[src/rtl/hilo_muldiv_pkg.sv]
// hilo_muldiv_pkg: shared types and constants for the HI/LO multiply/divide unit.
package hilo_muldiv_pkg;
    typedef enum logic [1:0] {MULT, MULTU, DIV, DIVU} muldiv_op_t;
    typedef enum logic [1:0] {S_IDLE, S_MUL, S_DIV} state_t;
    localparam int MUL_STAGES_DEF = 2;
    // Divide by zero: lo is filled with this bit, hi returns the raw dividend.
    localparam logic DIV0_LO_BIT = 1'b1;
endpackage

[src/rtl/hilo_muldiv_div_iter.sv]
// hilo_muldiv_div_iter: unsigned restoring divider, one quotient bit per cycle.
module hilo_muldiv_div_iter #(
    parameter int WIDTH = 32
) (
    input  logic             clk,
    input  logic             reset,
    input  logic             load,
    input  logic             abort,
    input  logic [WIDTH-1:0] dividend,
    input  logic [WIDTH-1:0] divisor,
    output logic [WIDTH-1:0] quot,
    output logic [WIDTH-1:0] rem,
    output logic             valid
);
    localparam int CW = $clog2(WIDTH + 1);
    logic [WIDTH-1:0] rem_q, rem_d, quo_q, quo_d, dvs_q;
    logic [CW-1:0]    cnt_q;
    logic             run_q;
    logic [WIDTH:0]   trial;
    // A set top bit of the trial subtraction means the divisor did not fit.
    always_comb begin
        trial = {rem_q, quo_q[WIDTH-1]} - {1'b0, dvs_q};
        rem_d = trial[WIDTH] ? {rem_q[WIDTH-2:0], quo_q[WIDTH-1]} : trial[WIDTH-1:0];
        quo_d = {quo_q[WIDTH-2:0], ~trial[WIDTH]};
        valid = run_q && cnt_q == CW'(WIDTH);
    end
    assign quot = quo_q;
    assign rem  = rem_q;
    always_ff @(posedge clk) begin
        if (reset || abort) begin
            run_q <= 1'b0;
            cnt_q <= '0;
        end else if (load) begin
            rem_q <= '0;
            quo_q <= dividend;
            dvs_q <= divisor;
            cnt_q <= '0;
            run_q <= 1'b1;
        end else if (valid) begin
            run_q <= 1'b0;
        end else if (run_q) begin
            rem_q <= rem_d;
            quo_q <= quo_d;
            cnt_q <= cnt_q + CW'(1);
        end
    end
endmodule

[src/rtl/hilo_muldiv.sv]
// hilo_muldiv: HI/LO registers with pipelined multiplier and iterative divider.
// Define HILO_FWD_EN to forward same-cycle direct writes onto the hi/lo outputs.
module hilo_muldiv
    import hilo_muldiv_pkg::*;
#(
    parameter int WIDTH      = 32,
    parameter int MUL_STAGES = MUL_STAGES_DEF
) (
    input  logic             clk,
    input  logic             reset,
    input  logic             start,
    input  muldiv_op_t       op,
    input  logic [WIDTH-1:0] a,
    input  logic [WIDTH-1:0] b,
    input  logic             flush,
    input  logic             hi_we,
    input  logic             lo_we,
    input  logic [WIDTH-1:0] wdata,
    output logic             busy,
    output logic             done,
    output logic [WIDTH-1:0] hi,
    output logic [WIDTH-1:0] lo
);
    localparam int CW = $clog2(MUL_STAGES + 1);
    state_t             state_q, state_d;
    logic [CW-1:0]      cnt_q;
    logic [2*WIDTH-1:0] prod_q [MUL_STAGES];
    logic [2*WIDTH-1:0] ax, bx;
    logic [WIDTH-1:0]   a_mag, b_mag, quot, rem, a_q;
    logic [WIDTH-1:0]   res_hi, res_lo, hi_q, hi_d, lo_q, lo_d;
    logic               accept, is_mul, a_neg, b_neg, mul_last, div_last, div_valid, commit;
    logic               negq_q, negr_q, dz_q, done_q;
    always_comb begin
        is_mul = op == MULT || op == MULTU;
        a_neg  = op == DIV && a[WIDTH-1];
        b_neg  = op == DIV && b[WIDTH-1];
        a_mag  = a_neg ? -a : a;
        b_mag  = b_neg ? -b : b;
        ax     = op == MULT ? {{WIDTH{a[WIDTH-1]}}, a} : {{WIDTH{1'b0}}, a};
        bx     = op == MULT ? {{WIDTH{b[WIDTH-1]}}, b} : {{WIDTH{1'b0}}, b};
        accept = start && !busy && !flush;
    end
    hilo_muldiv_div_iter #(.WIDTH(WIDTH)) u_div (
        .clk(clk), .reset(reset), .load(accept && !is_mul), .abort(flush),
        .dividend(a_mag), .divisor(b_mag), .quot(quot), .rem(rem), .valid(div_valid)
    );
    always_ff @(posedge clk) begin
        if (reset) state_q <= S_IDLE;
        else       state_q <= state_d;
    end
    always_comb begin
        mul_last = state_q == S_MUL && cnt_q == CW'(MUL_STAGES - 1);
        div_last = state_q == S_DIV && div_valid;
        state_d  = (flush || mul_last || div_last) ? S_IDLE
                 : accept ? (is_mul ? S_MUL : S_DIV) : state_q;
    end
    // A flush on the last busy cycle suppresses the commit; direct writes win per half.
    always_comb begin
        commit = (mul_last || div_last) && !flush;
        res_lo = state_q == S_MUL ? prod_q[MUL_STAGES-1][WIDTH-1:0]
               : dz_q ? {WIDTH{DIV0_LO_BIT}} : negq_q ? -quot : quot;
        res_hi = state_q == S_MUL ? prod_q[MUL_STAGES-1][2*WIDTH-1:WIDTH]
               : dz_q ? a_q : negr_q ? -rem : rem;
        hi_d   = hi_we ? wdata : commit ? res_hi : hi_q;
        lo_d   = lo_we ? wdata : commit ? res_lo : lo_q;
    end
    always_ff @(posedge clk) begin
        if (reset) begin
            hi_q   <= '0;
            lo_q   <= '0;
            done_q <= 1'b0;
            cnt_q  <= '0;
        end else begin
            hi_q   <= hi_d;
            lo_q   <= lo_d;
            done_q <= commit;
            cnt_q  <= state_q == S_MUL ? cnt_q + CW'(1) : '0;
        end
        if (accept) begin
            a_q    <= a;
            negq_q <= a_neg ^ b_neg;
            negr_q <= a_neg;
            dz_q   <= b == '0;
        end
    end
    always_ff @(posedge clk) begin
        prod_q[0] <= ax * bx;
        for (int i = 1; i < MUL_STAGES; i++) prod_q[i] <= prod_q[i-1];
    end
    assign busy = state_q != S_IDLE;
    assign done = done_q;
`ifdef HILO_FWD_EN
    assign hi = hi_we ? wdata : hi_q;
    assign lo = lo_we ? wdata : lo_q;
`else
    assign hi = hi_q;
    assign lo = lo_q;
`endif
endmodule

[config.mk]
export PLATFORM = sky130hd
export DESIGN_NAME = hilo_muldiv
export DESIGN_NICKNAME = d
export VERILOG_FILES = /design/src/rtl/hilo_muldiv_pkg.sv /design/src/rtl/hilo_muldiv_div_iter.sv /design/src/rtl/hilo_muldiv.sv
export SDC_FILE = /design/constraint.sdc
export NUM_CORES = 2
export LEC_CHECK = 0
export ABC_AREA = 1
export CAP_MARGIN = 10
export CORE_MARGIN = 1.5
export CORE_UTILIZATION = 52
export DETAILED_ROUTE_END_ITERATION = 6
export PLACE_DENSITY = 0.72
export REMOVE_ABC_BUFFERS = 1
export SETUP_SLACK_MARGIN = 0.02
export SYNTH_ARGS = -nofsm -noshare
export SYNTH_HDL_FRONTEND = slang
export SYNTH_HIERARCHICAL = 1
export SYNTH_SLANG_ARGS = --single-unit
[constraint.sdc]
create_clock -name clk -period 11.55 [get_ports clk]
set_clock_uncertainty 0.1 [all_clocks]
set_input_delay 2.8875 -clock clk [delete_from_list [all_inputs] [get_ports clk]]
set_output_delay 2.8875 -clock clk [all_outputs]
set_load 0.005 [all_outputs]
==> flow_summary.ini <==
[placed_design]
dpl.cell_count = 10500
port_buffers = 169
hpwl_um = 194000
placed_area_um2 = 73900
routabilityCongestion = 1.00

[routing]
drtIter0Drc = 4347
drc_errors = 0
vias_per_cell = 5.15
num_vias = 54500
dr.pass1.iters = 6
wirelength_um = 224000
drt-wirelength-per-cell_um = 21.2
postRouteAntennaNets = 0

[worst_setup_path]
critPathMaxFanout = 4
critPathKind = in2reg
crit_path_start_kind = input port
crit_top_cell = fa_1
slowest_delay_ns = 0.65
cp_slowest_cell = fa_1
cp-end-kind = flip-flop
cp_top_family = adder cells
critPathRequiredTime_ns = 11.92
worstPathArrival_ns = 11.62
critPathBufInv = 12

[floorplanning]
rows = 131
die_w_um = 363
die_y_um = 363
fp.coreArea_um2 = 128000
start_util = 0.526
ioPinCount = 170
dieArea_um2 = 132000

[yosys]
synth_area_leaders = fa_1 (42%), inv_1 (14%), nand2_1 (11%)
synth_seq_cells = 335
synth_top_area_frac = 0.425
yosys_warnings = 6
yosysSeqAreaShare = 0.119
async_flop_share = 0
synth-edff-count = 131
synthTopCellsByCount = inv_1 (2499), nand2_1 (1981), fa_1 (1431)
syn_avg_cell_area_um2 = 8.03
synth_area_um2 = 67400
yosys.area.top_type = fa_1
synthMostInstantiatedCell = inv_1
yosysUniqueCellTypes = 62
ys.flop_type = dfxtp_1
syn-instance-count = 8402

[final_layout]
n_fill_cell = 11700
nets = 10700
synthToLayoutAreaGrowth_pct = 11.7
drive_gt1_frac = 0.0934
fin_area_um2 = 75300
final_cells = 10600

[grt]
track_usage = 0.351
globalRouteOverflowTotal = 0
grt_max_degree = 68
grt_pass1_vias = 58800
antenna_found_initial = 12
grt_pass1_wl_um = 348000

[sta]
rsz0062_at_grt = no
max_freq_mhz = 88.9
drv_slew = 0
fin_hold_ws_ns = 0.226
maxSlewHeadroom = 0.313
post-route-min-period_ns = 11.24
worst_slew_pin_slew_ns = 1.03
finalSetupViolations = 0
post-route-period-util = 0.974
finalHoldViolations = 0

[clock_tree]
clock_path_buffers = 3
cts_buffers = 38
root_buffer = clkbuf_16
cts.sinks = 335
cts_max_level = 2
cts_tree = built
clk_latency_ns = 0.54
path_clk_slew_ns = 0.07
ctsHoldBuffers = 0

[min_path]
hold_path_class = reg2reg

[flow_run]
drv_cap = 0

[status]
status = complete, no violations
## state kept, by name, indices dropped and copies added (netlist names), 2 cells and up
name / flops
u_div/quot: 32
u_div/cnt_q: 6
hi: 32
u_div/rem: 32
cnt_q: 2
u_div/dvs_q: 32
state_q: 2
lo: 32
a_q: 32
prod_q: 128
## per-stage QoR
| step | worst slack (ns) | setup TNS (ns) | utilization |
|---|---|---|---|
| global route | 0.0231 | 0 | 0.587 |
| CTS | 0.0363 | 0 | 0.586 |
| finish | 0.305 | 0 | 0.587 |
| detailed placement | -0.630 | -6.96 | 0.576 |
| floorplan | 0.0494 | 0 | - |
| global placement | -0.586 | -5.28 | 0.576 |
## worst paths after layout
check        cells past startpoint           start              to  slack, ns
max                             32           op[0]   prod_q[0][56]       0.31
min                              0   prod_q[0][55]  prod_q[0][119]       0.23
max reg2reg                     17  u_div/quot[31]   u_div/rem[24]       8.37
min reg2reg                      0   prod_q[0][55]  prod_q[0][119]       0.23
## metal layers
metal  GRT usage  wire, um
met3      0.0572     17200
met4       0.147     11200
met1       0.450     88000
met2       0.592    107000
met5           0       111
## layout make-up
| type | instances | area (um2) | share of cell area |
|---|---|---|---|
| multi-input cells | 5210 | 48700 | 0.646 |
| inverters | 2522 | 9470 | 0.126 |
| flip-flops and latches | 335 | 8020 | 0.106 |
| repair buffers | 707 | 5710 | 0.0759 |
| well taps | 1729 | 2160 | 0.0287 |
| clock buffers | 54 | 1120 | 0.0149 |
| clock inverters | 15 | 123 | 0.00163 |
| diodes | 3 | 7.51 | 0.0000997 |
## cells in the final DEF (no fill, tap or decap), drive strengths merged, types with 141 or more instances in the layout
master / count
a21oi: 191
dfxtp: 204
o21ai: 141
nor2: 482
nand2: 2012
inv: 2526
ha: 340
buf: 597
nand3: 177
fa: 1431
## kinds of logic (layout without fill, tap and decap cells)
kind of cell	after synthesis	after routing	synth area share
adders and majority gates	1771	1771	0.488
xor gates and xnor gates	164	164	0.0213
AOI/OAI and AO/OA	480	480	0.0412
other	0	3	0
and+or+nand+nor	2795	2795	0.169
DFF	335	335	0.119
buffers and inverters	2857	3298	0.162
## timing repair
item	4_1_cts	5_1_grt
pin swaps	0	6
cloned	0	0
setup endpoints to repair	2	20
resized for setup	1	42
setup buffers	0	2
Power is not shown: default switching activity piles up to over one toggle a cycle in this logic, so the estimate is an artifact.
